===== src/rtl/shift_reg_seq_pkg.sv =====
//------------------------------------------------------------------------------
// shift_reg_seq_pkg : mode codes, FSM encoding and single-step shift function
// Revision: 1.0
//------------------------------------------------------------------------------
`default_nettype none

package shift_reg_seq_pkg;

  localparam logic [2:0] MODE_HOLD = 3'd0;
  localparam logic [2:0] MODE_LOAD = 3'd1;
  localparam logic [2:0] MODE_SHL  = 3'd2;
  localparam logic [2:0] MODE_SHR  = 3'd3;
  localparam logic [2:0] MODE_ROL  = 3'd4;
  localparam logic [2:0] MODE_ROR  = 3'd5;
  localparam logic [2:0] MODE_ASR  = 3'd6;
  localparam logic [2:0] MODE_CLR  = 3'd7;

  typedef enum logic [1:0] {
    ST_IDLE  = 2'd0,
    ST_SHIFT = 2'd1,
    ST_DONE  = 2'd2
  } state_e;

  // The step function works on a fixed-width container; callers zero-extend.
  localparam int MAX_W = 64;
  localparam int IDX_W = 6;

  typedef struct packed {
    logic [MAX_W-1:0] q;
    logic             out;
  } step_t;

  function automatic logic is_shift_mode(input logic [2:0] mode);
    return (mode == MODE_SHL) || (mode == MODE_SHR) || (mode == MODE_ROL) ||
           (mode == MODE_ROR) || (mode == MODE_ASR);
  endfunction

  function automatic step_t shift_step(input logic [MAX_W-1:0] q,
                                       input logic [IDX_W-1:0] msb,
                                       input logic [2:0]       mode,
                                       input logic             sin);
    logic [MAX_W-1:0] mask;
    logic [MAX_W-1:0] top;
    logic [MAX_W-1:0] nq;
    step_t            r;
    mask  = {MAX_W{1'b1}} >> (IDX_W'(MAX_W-1) - msb);
    top   = {{(MAX_W-1){1'b0}}, 1'b1} << msb;
    nq    = q;
    r.out = 1'b0;
    case (mode)
      MODE_SHL: begin nq = {q[MAX_W-2:0], sin};    r.out = q[msb]; end
      MODE_ROL: begin nq = {q[MAX_W-2:0], q[msb]}; r.out = q[msb]; end
      MODE_SHR: begin nq = (q >> 1) | (sin    ? top : '0); r.out = q[0]; end
      MODE_ROR: begin nq = (q >> 1) | (q[0]   ? top : '0); r.out = q[0]; end
      MODE_ASR: begin nq = (q >> 1) | (q[msb] ? top : '0); r.out = q[0]; end
      default: ;
    endcase
    r.q = nq & mask;
    return r;
  endfunction

endpackage

`default_nettype wire


===== src/rtl/shift_step_comb.sv =====
//------------------------------------------------------------------------------
// shift_step_comb : combinational single-bit step, yields next q and out-bit
// Revision: 1.0
//------------------------------------------------------------------------------
`default_nettype none

module shift_step_comb
  import shift_reg_seq_pkg::*;
#(
  parameter int WIDTH = 8
) (
  input  logic [WIDTH-1:0] q_in,
  input  logic [2:0]       mode,
  input  logic             sin,
  output logic [WIDTH-1:0] q_out,
  output logic             out_bit
);

  localparam logic [IDX_W-1:0] MSB_IDX = IDX_W'(WIDTH-1);

  logic [MAX_W-1:0] q_ext;
  step_t            step;

  always_comb begin
    q_ext            = '0;
    q_ext[WIDTH-1:0] = q_in;
    step             = shift_step(q_ext, MSB_IDX, mode, sin);
  end

  assign q_out   = step.q[WIDTH-1:0];
  assign out_bit = step.out;

  // Bits above WIDTH are always zero after masking.
  if (WIDTH < MAX_W) begin : g_pad
    logic unused_hi;
    assign unused_hi = ^step.q[MAX_W-1:WIDTH];
  end

endmodule

`default_nettype wire


===== src/rtl/shift_reg_seq.sv =====
//------------------------------------------------------------------------------
// shift_reg_seq : sequenced falling-edge shift register with busy/done handshake
// Optional abort input enabled by macro SHIFT_REG_SEQ_ABORT_EN. Revision: 1.0
//------------------------------------------------------------------------------
`default_nettype none

module shift_reg_seq
  import shift_reg_seq_pkg::*;
#(
  parameter int WIDTH = 8,
  parameter int AMT_W = 4
) (
  input  logic             clk,
  input  logic             reset,
  input  logic             start,
  input  logic [2:0]       mode,
  input  logic [AMT_W-1:0] amt,
  input  logic [WIDTH-1:0] load_d,
  input  logic             sin,
`ifdef SHIFT_REG_SEQ_ABORT_EN
  input  logic             abort,
`endif
  output logic [WIDTH-1:0] q,
  output logic             sout,
  output logic             busy,
  output logic             done
);

  state_e           state_q, state_d;
  logic [2:0]       mode_q, mode_d;
  logic [AMT_W-1:0] rem_q, rem_d;
  logic [WIDTH-1:0] q_q, q_d;
  logic             sout_q, sout_d;
  logic             busy_q, busy_d;
  logic             done_q, done_d;

  logic [2:0]       step_mode;
  logic [WIDTH-1:0] step_q;
  logic             step_out;
  logic             abort_req;

`ifdef SHIFT_REG_SEQ_ABORT_EN
  assign abort_req = abort;
`else
  assign abort_req = 1'b0;
`endif

  // The first step happens on the start edge, before mode is latched.
  assign step_mode = (state_q == ST_IDLE) ? mode : mode_q;

  shift_step_comb #(
    .WIDTH(WIDTH)
  ) u_step (
    .q_in   (q_q),
    .mode   (step_mode),
    .sin    (sin),
    .q_out  (step_q),
    .out_bit(step_out)
  );

  always_comb begin
    state_d = state_q;
    mode_d  = mode_q;
    rem_d   = rem_q;
    q_d     = q_q;
    sout_d  = sout_q;
    busy_d  = busy_q;
    done_d  = 1'b0;
    case (state_q)
      ST_IDLE: begin
        if (start) begin
          state_d = ST_DONE;
          case (mode)
            MODE_LOAD: q_d = load_d;
            MODE_CLR:  q_d = '0;
            default: begin
              if (is_shift_mode(mode) && (amt != '0)) begin
                q_d    = step_q;
                sout_d = step_out;
                mode_d = mode;
                rem_d  = amt - 1'b1;
                busy_d = 1'b1;
                if (amt != AMT_W'(1)) state_d = ST_SHIFT;
              end
            end
          endcase
        end
      end
      ST_SHIFT: begin
        if (abort_req) begin
          busy_d  = 1'b0;
          state_d = ST_DONE;
        end else begin
          q_d    = step_q;
          sout_d = step_out;
          rem_d  = rem_q - 1'b1;
          // busy stays high through the final step cycle; DONE clears it.
          if (rem_q == AMT_W'(1)) state_d = ST_DONE;
        end
      end
      ST_DONE: begin
        done_d  = 1'b1;
        busy_d  = 1'b0;
        state_d = ST_IDLE;
      end
      default: state_d = ST_IDLE;
    endcase
  end

  always_ff @(negedge clk) begin
    if (!reset) begin
      state_q <= ST_IDLE;
      mode_q  <= MODE_HOLD;
      rem_q   <= '0;
      q_q     <= '0;
      sout_q  <= 1'b0;
      busy_q  <= 1'b0;
      done_q  <= 1'b0;
    end else begin
      state_q <= state_d;
      mode_q  <= mode_d;
      rem_q   <= rem_d;
      q_q     <= q_d;
      sout_q  <= sout_d;
      busy_q  <= busy_d;
      done_q  <= done_d;
    end
  end

  assign q    = q_q;
  assign sout = sout_q;
  assign busy = busy_q;
  assign done = done_q;

endmodule

`default_nettype wire


===== config.mk =====
export PLATFORM = sky130hd
export DESIGN_NAME = shift_reg_seq
export DESIGN_NICKNAME = d
export VERILOG_FILES = /design/src/rtl/shift_reg_seq_pkg.sv /design/src/rtl/shift_step_comb.sv /design/src/rtl/shift_reg_seq.sv
export SDC_FILE = /design/constraint.sdc
export NUM_CORES = 1
export LEC_CHECK = 0
export ABC_AREA = 1
export BUFFER_PORTS_ARGS = -buffer_cell sky130_fd_sc_hd__buf_4
export CAP_MARGIN = 30
export CORE_ASPECT_RATIO = 1.75
export CORE_UTILIZATION = 45
export DETAILED_ROUTE_END_ITERATION = 6
export PLACE_DENSITY = 0.66
export REMOVE_ABC_BUFFERS = 1
export SYNTH_ARGS = -nofsm -noshare
export SYNTH_HDL_FRONTEND = slang
export SYNTH_SLANG_ARGS = --single-unit

===== constraint.sdc =====
create_clock -name clk -period 2.1 [get_ports clk]
set_input_delay 0.42 -clock clk [delete_from_list [all_inputs] [get_ports clk]]
set_output_delay 0.42 -clock clk [all_outputs]
set_load 0.01 [all_outputs]

== Yosys cells after proc, flatten, opt, wreduce, memory -nomap -nowiden ==
Cells that the tools add are included.

* Flip-flop bits (word level): 20
* Output and inout port bits: 11
* Logic and storage cells: 80

* Add/subtract/negate cells: 2
* Equality and inequality tests: 21
* Muxes and demuxes: 29
* Bitwise operators: 4
* Reductions and logical operators: 17

{| class="wikitable"
|+ Operator list
! cell !! number
|-
| $mux W8 || 5
|-
| $pmux W8 S5 || 1
|-
| $pmux W8 S2 || 2
|-
| $or A7 B8 Y8 || 3
|-
| $eq A3 B3 Y1 const B || 7
|-
| $eq A3 B2 Y1 const B || 4
|-
| $mux W4 || 3
|-
| $reduce_and A4 Y1 || 3
|-
| $mux W2 || 5
|-
| $ne A4 B1 Y1 const B || 2
|-
| $pmux W4 S2 || 1
|-
| $sub A4 B1 Y4 const B || 2
|-
| $mux W1 || 7
|-
| $ne A2 B2 Y1 const B || 3
|-
| $pmux W1 S2 || 3
|-
| $eq A4 B1 Y1 const B || 1
|-
| $logic_or A1 B1 Y1 || 4
|-
| $pmux W2 S2 || 1
|-
| $reduce_bool A2 Y1 || 2
|-
| $reduce_bool A4 Y1 || 1
|-
| $reduce_or A2 Y1 || 2
|-
| $eq A3 B1 Y1 const B || 1
|-
| $mux W3 || 1
|-
| $reduce_and A3 Y1 || 1
|-
| 8 further kinds || 8
|}

== Longest topological paths before layout ==
Gate-level depths: netlist of run 1.

* Depth in word-level cells: 10
* Gate-level depth with buffers: 12
* Depth with buffers taken out: 12

== By module ==
From an unflattened synthesis of run 1, not the netlist that was laid out.

* Cell total of the unflattened synthesis: 271
* Area total of the unflattened synthesis: 1640.3 um^2

{| class="wikitable"
|+ Modules (own cells, without submodules)
! module !! times used !! cells each !! area an instance (um^2) !! seq. area each (um^2)
|-
| shift_reg_seq || 1 || 199 || 1282.5 || 400.4
|-
| shift_step_comb || 1 || 72 || 357.8 || 0.0
|}

==> qor.csv, run 1 <==
stage,metric,value,unit
detailed_routing,vias_per_cell,5.56,
global_routing,grt-ovfl-total,0,
hold_path,hp-class,reg -> reg,
yosys,synth_mux_area_frac,0,
power,p_int,1.03,mW
finish,fillers,165,
yosys,syn_area_per_cell,6.29,sq um
finish,fin_area,2640,sq um
global_routing,track_usage,0.326,
timing,hold_violations,0,
power,combinationalPowerShare,0.500,
global_routing,grt_pass1_vias,2030,
placed_design,dpl-instance-area,1950,sq um
run_status,outcome,"finished, violations left",
global_routing,grt_use_met2,0.601,
cts,clockBufferDepth,2,
floorplan,die_h,77.0,um
global_routing,busiest_layer,met2,
cts,numCtsBuffers,3,
detailed_routing,wl,6070,um
timing,tightest_slew,459,ps
yosys,synth_seq_cells,20,
timing,max_slew_margin,0.693,
floorplan,die_w,44.9,um
timing,slew_viol_final,0,
finish,final_util,0.883,
placed_design,gp_congestion,0.793,
yosys,ys.warnings.count,0,
placed_design,portBuffers,29,
detailed_routing,first_pass_iters,4,
cts,clk_pin_slew_worst_paths,30,ps
detailed_routing,ant_nets,0,
global_routing,grt_pass1_wl,8470,um
power,clock_power_share,0.244,
cts,clk_latency,360,ps
timing,setup_viol,30,
yosys,syn_inst,230,
worst_setup_path,cp.arrival,1530,ps
cts,root_buffer,clkbuf_8,
timing,grt_setup_unrepaired,true,
worst_setup_path,cp_max_fo,4,
floorplan,coreArea,2990,sq um
worst_setup_path,slowest_stage,a31oi_1,
yosys,synth_area,1450,sq um
worst_setup_path,path_class,in -> reg,
finish,drive_above_1_share,0.486,
cts,htree_levels,1,
detailed_routing,drc,0,
global_routing,grt.met3_usage,0.0753,
floorplan,io_pins,30,
global_routing,antenna_found_initial,0,
finish,final_cell_mix,"nand2_1, buf_4, inv_1",
yosys,yosysUniqueCellTypes,23,
worst_setup_path,critPathLaunchType,input port,
yosys,synth_simple_gate_area_frac,0.391,
power,peakVddDrop,616,uV
detailed_routing,vias,2075,
power,leakage,1.33,nW
power,p_switching,827,uW
flow_run,maxCapViolCount,0,
finish,area_growth,82.5,%
finish,antenna_cells,0,
worst_setup_path,max_stage_delay,160,ps
yosys,synth_top_family_by_area,simple AND/OR/NAND/NOR gates,
yosys,synth_compound_area_frac,0.181,
floorplan,start_util,0.484,
power,powerDensity,701,nW/um^2
finish,fin_cells,373,
placed_design,dp_hpwl,3110,um
detailed_routing,drt_iter0_drc,122,
worst_setup_path,cp_data_required_time,1280,ps
power,power_frac_seq,0.256,
timing,clock-skew-final,27.8,ps
power,switching_share,0.446,
yosys,synth-seq-area-share,0.277,
cts,cts_tree,done,
global_routing,grt_max_degree,13,
global_routing,grt_util_met1,0.295,
run_status,violations,setup timing,
worst_setup_path,crit_chain,buf_8 > nor2_4 > inv_2 > nand2_2 > nand2_4 > nand3_4 > buf_4 > buf_6 > a31oi_1 > nand2_1 > nand4_1 > inv_1,
floorplan,dieArea,3460,sq um
yosys,synthXorXnorAreaFrac,0.0182,
worst_setup_path,critPathTopFamily,simple AND/OR/NAND/NOR gates,
finish,nNetsFinal,356,
worst_setup_path,end_kind,flop,
timing,setup_slack,-256,ps
detailed_routing,routedWlPerCell,16.3,um
cts,cts_sinks,20,
placed_design,dp.cells,331,
yosys,synth_fa_ha_area_frac,0.0432,
worst_setup_path,worst-path-buf-inv,5,
floorplan,row_count,26,
finish,mostFrequentLayoutCell,nand2_1,
==> cells in the mapped netlist (all sizes together) <==
cell	count	area [sq um]
a31oi	1	6.26
inv	34	128
xnor2	1	8.76
nand4	6	37.5
o21ai	20	108
a21oi	28	140
nor3	4	20.0
clkbuf	1	3.75
nor2	13	66.3
a211oi	1	7.51
xor2	2	17.5
nand2	77	314
nand3	17	128
ha	5	62.6
dfxtp	20	400
==> cell families after synthesis <==
kind of cell             Yosys count
XOR/XNOR                           3
flip-flops                        20
AO/OA/AOI/OAI                     50
buffers and inverters             35
AND/OR/NAND/NOR                  117
adder cells (fa/ha/maj)            5
==> power groups by stage <==
stage                     Clock (mW)  Sequential, mW  Combinational [mW]
final                          0.453           0.474               0.926
after global routing           0.508           0.477               0.983
after detailed placement      0.0612           0.472               0.615
after floorplan               0.0612           0.489               0.345
after global placement        0.0612           0.471               0.611
after CTS                      0.440           0.472               0.799
==> routing by layer <==
| layer | vias to the layer above | part of all wire |
|---|---|---|
| li1 | 959 | - |
| met5 | - | 0 |
| met3 | 34 | 0.061 |
| met1 | 965 | 0.35 |
| met2 | 117 | 0.54 |
| met4 | 0 | 0.055 |
==> final cells by class <==
cell class                      instances  area, sq um  area share
Sequential cell                        20          413       0.156
Inverter                               33          139      0.0526
Multi-Input combinational cell        177         1210       0.459
Clock buffer                            3         41.3      0.0156
Tap cell                               42         52.6      0.0199
Clock inverter                         21         81.3      0.0308
Timing Repair Buffer                   77          702       0.266
==> sequential cells by signal, indices dropped and copies added, names as in the netlist <==
| signal | cells |
|---|---|
| busy | 1 |
| done | 1 |
| mode_q | 3 |
| q | 8 |
| rem_q | 4 |
| sout | 1 |
| state_q | 2 |
==> tightest hold or removal path: cells and delay by family (launching register included) <==
family	cells	cell delay [ps]
compound gates	1	60
buf+inv	1	70
flops	1	310
==> through the flow <==
stage                     total power, mW  TNS (ps)  hold WS [ps]  setup slack [ps]
final                                1.85     -4950           496              -256
after floorplan                     0.895     -8400           456              -563
after detailed placement             1.15    -11050           486              -655
after CTS                            1.71     -3510           501              -162
after global routing                 1.97     -6050           524              -339
after global placement               1.14    -10760           484              -621
==> worst paths after layout <==
path | startpoint | to | slack (ps) | depth (start not counted)
setup / recovery | mode[2] | state_q[1]$_SDFFE_NN0P_ | -260 | 12
hold / removal | rem_q[3]$_SDFFE_NN0P_ | rem_q[3]$_SDFFE_NN0P_ | 500 | 2
setup reg to reg | state_q[1]$_SDFFE_NN0P_ | q[2]$_SDFFE_NN0P_ | 200 | 12
hold reg to reg | rem_q[3]$_SDFFE_NN0P_ | rem_q[3]$_SDFFE_NN0P_ | 500 | 2
==> repair_timing <==
item | 4_1_cts | 5_1_grt
pin swaps | 30 | 27
cloned | 2 | 0
hold buffers | 0 | 0
endpoints found under the hold margin | 0 | 0
setup buffers | 11 | 7
endpoints found under the setup margin | 29 | 30
gates resized for setup | 88 | 37
No activity file was read; power rests on OpenSTA's default activity.
==> run 2: changes to the inputs <==
- REMOVE_ABC_BUFFERS: 1 -> unset
- SKIP_LAST_GASP: unset -> 1
==> qor.csv, run 2 (synthesized netlist as in run 1, its figures left out) <==
stage,metric,value,unit,change
run_status,outcome,"finished, violations left",,
run_status,violations,setup timing,,
floorplan,io_pins,30,,unchanged
worst_setup_path,cp_data_required_time,1330,ps,+50 ps
hold_path,hp-class,reg -> reg,,
detailed_routing,ant_nets,0,,unchanged
cts,htree_levels,1,,unchanged
power,combinationalPowerShare,0.514,,+0.014
global_routing,grt-ovfl-total,0,,unchanged
timing,max_slew_margin,0.717,,+0.0235
worst_setup_path,cp_max_fo,4,,unchanged
cts,clk_pin_slew_worst_paths,40,ps,about the same
worst_setup_path,crit_chain,buf_8 > inv_2 > nand2_2 > nand2_4 > nand3_4 > nand3_2 > nand2_1 > nand2_1 > inv_1 > nand2_1 > nand2_1 > a21oi_1,,
cts,root_buffer,clkbuf_8,,
floorplan,row_count,26,,unchanged
worst_setup_path,slowest_stage,a21oi_1,,
cts,holdBufCountCts,0,,unchanged
finish,fin_area,2720,sq um,+2.9%
power,powerDensity,723,nW/um^2,+3.1%
cts,cts_sinks,20,,unchanged
floorplan,dieArea,3460,sq um,unchanged
worst_setup_path,path_common_cell,nand2_1,,
power,finalPower,1.97,mW,+6.1%
detailed_routing,vias,2152,,+3.7%
global_routing,antenna_found_initial,0,,unchanged
hold_path,hold_depth,2,,unchanged
yosys,synth_nets,254,,
global_routing,track_usage,0.327,,+0.000636
finish,fillers,139,,-16%
detailed_routing,wl,7020,um,+16%
power,leakage,1.37,nW,+2.6%
power,clock_power_share,0.242,,-0.002
cts,numCtsBuffers,3,,unchanged
cts,clk_latency,380,ps,+20 ps
worst_setup_path,end_kind,flop,,
worst_setup_path,max_stage_delay,170,ps,about the same
finish,mostFrequentLayoutCell,buf_4,,
timing,clock-skew-final,34.0,ps,+6.23 ps
flow_run,maxCapViolCount,0,,unchanged
detailed_routing,drt_iter0_drc,127,,+4.1%
finish,final_cell_mix,"buf_4, nand2_1, inv_1",,
worst_setup_path,reg2reg_depth,12,,unchanged
placed_design,dp_hpwl,3370,um,+8.3%
timing,setup_slack,-303,ps,-47.5 ps
global_routing,grt_max_degree,13,,unchanged
timing,setup_tns,-5530,ps,-582 ps
timing,slew_viol_final,0,,unchanged
worst_setup_path,path_class,in -> reg,,
finish,drive_above_1_share,0.490,,+0.00321
cts,clockBufferDepth,2,,unchanged
power,peakVddDrop,712,uV,+16%
detailed_routing,vias_per_cell,5.68,,+2.1%
floorplan,die_w,44.9,um,unchanged
power,switching_share,0.461,,+0.0146
power,p_int,1.06,mW,+3.3%
finish,largest_reg_flops,8,,unchanged
floorplan,start_util,0.484,,unchanged
finish,final_util,0.908,,+0.0255
placed_design,dp_worst_setup_slack,-604,ps,+51.2 ps
power,p_switching,907,uW,+9.6%
worst_setup_path,critPathLaunchType,input port,,
placed_design,dpl-instance-area,2060,sq um,+5.7%
global_routing,grt_pass1_vias,1979,,-2.5%
timing,grt_setup_unrepaired,true,,
timing,hold_violations,0,,unchanged
worst_setup_path,crit_cells,12,,unchanged
detailed_routing,first_pass_iters,6,,+2
worst_setup_path,cp.arrival,1630,ps,+100 ps
timing,tightest_slew,424,ps,-34.7 ps
placed_design,portBuffers,29,,unchanged
worst_setup_path,worst-path-buf-inv,3,,-2
placed_design,gp_congestion,0.843,,+6.2%
finish,antenna_cells,0,,unchanged
floorplan,die_h,77.0,um,unchanged
power,power_frac_seq,0.243,,-0.013
timing,setup_viol,30,,unchanged
finish,nNetsFinal,362,,+1.7%
cts,cts_tree,done,,
detailed_routing,routedWlPerCell,18.5,um,+14%
detailed_routing,drc,0,,unchanged
global_routing,grt_pass1_wl,8420,um,-0.65%
floorplan,coreArea,2990,sq um,unchanged
worst_setup_path,critPathTopFamily,simple AND/OR/NAND/NOR gates,,
finish,area_growth,87.8,%,
==> run 2: worst reg2reg max path: cells and delay by family, from the launching register on <==
kind | cells | cell delay, ps
compound gates | 1 | 170
flops | 1 | 470
simple gates | 9 | 1080
buf+inv | 2 | 210
==> run 2: area by class of cell <==
cell class	instances	area, sq um	area share
timing repair buffer	82	723	0.266
clock inverter	21	81.3	0.0299
sequential	20	414	0.152
tap	42	52.6	0.0193
clock buffer	3	41.3	0.0152
inverter	33	144	0.0529
multi-input combinational	178	1260	0.464
==> run 2: final timing paths <==
check	startpoint	to	slack, ps
setup / recovery	mode[2]	q[2]$_SDFFE_NN0P_	-300
hold / removal	rem_q[3]$_SDFFE_NN0P_	rem_q[3]$_SDFFE_NN0P_	490
setup reg to reg	state_q[1]$_SDFFE_NN0P_	q[2]$_SDFFE_NN0P_	100
hold reg to reg	rem_q[3]$_SDFFE_NN0P_	rem_q[3]$_SDFFE_NN0P_	490
==> run 2: power groups by stage <==
stage | clock, mW | sequential [mW] | combinational [mW]
after detailed placement | 0.0612 | 0.469 | 0.666
final | 0.477 | 0.479 | 1.01
after global routing | 0.511 | 0.482 | 1.07
after global placement | 0.0612 | 0.467 | 0.657
after CTS | 0.443 | 0.473 | 0.784
after floorplan | 0.0612 | 0.490 | 0.373
==> run 2: timing repair <==
| action | in CTS | in global routing |
|---|---|---|
| pin swaps | 30 | 15 |
| resized for setup | 57 | 38 |
| cloned | 2 | 1 |
| setup endpoints to repair | 28 | 30 |
| buffers inserted | 7 | 13 |
==> run 2: stage by stage <==
stage	hold WS [ps]	cells
after CTS	484	365
after global placement	483	333
after global routing	506	379
final	495	379
after floorplan	456	230
after detailed placement	479	333
==> run 2: metal layers <==
| metal | track usage | wire length, um | vias up |
|---|---|---|---|
| li1 | - | - | 968 |
| met1 | 0.300 | 2230 | 983 |
| met2 | 0.609 | 3750 | 146 |
| met3 | 0.0659 | 523 | 55 |
| met4 | 0.194 | 512 | 0 |
| met5 | 0 | 0 | - |
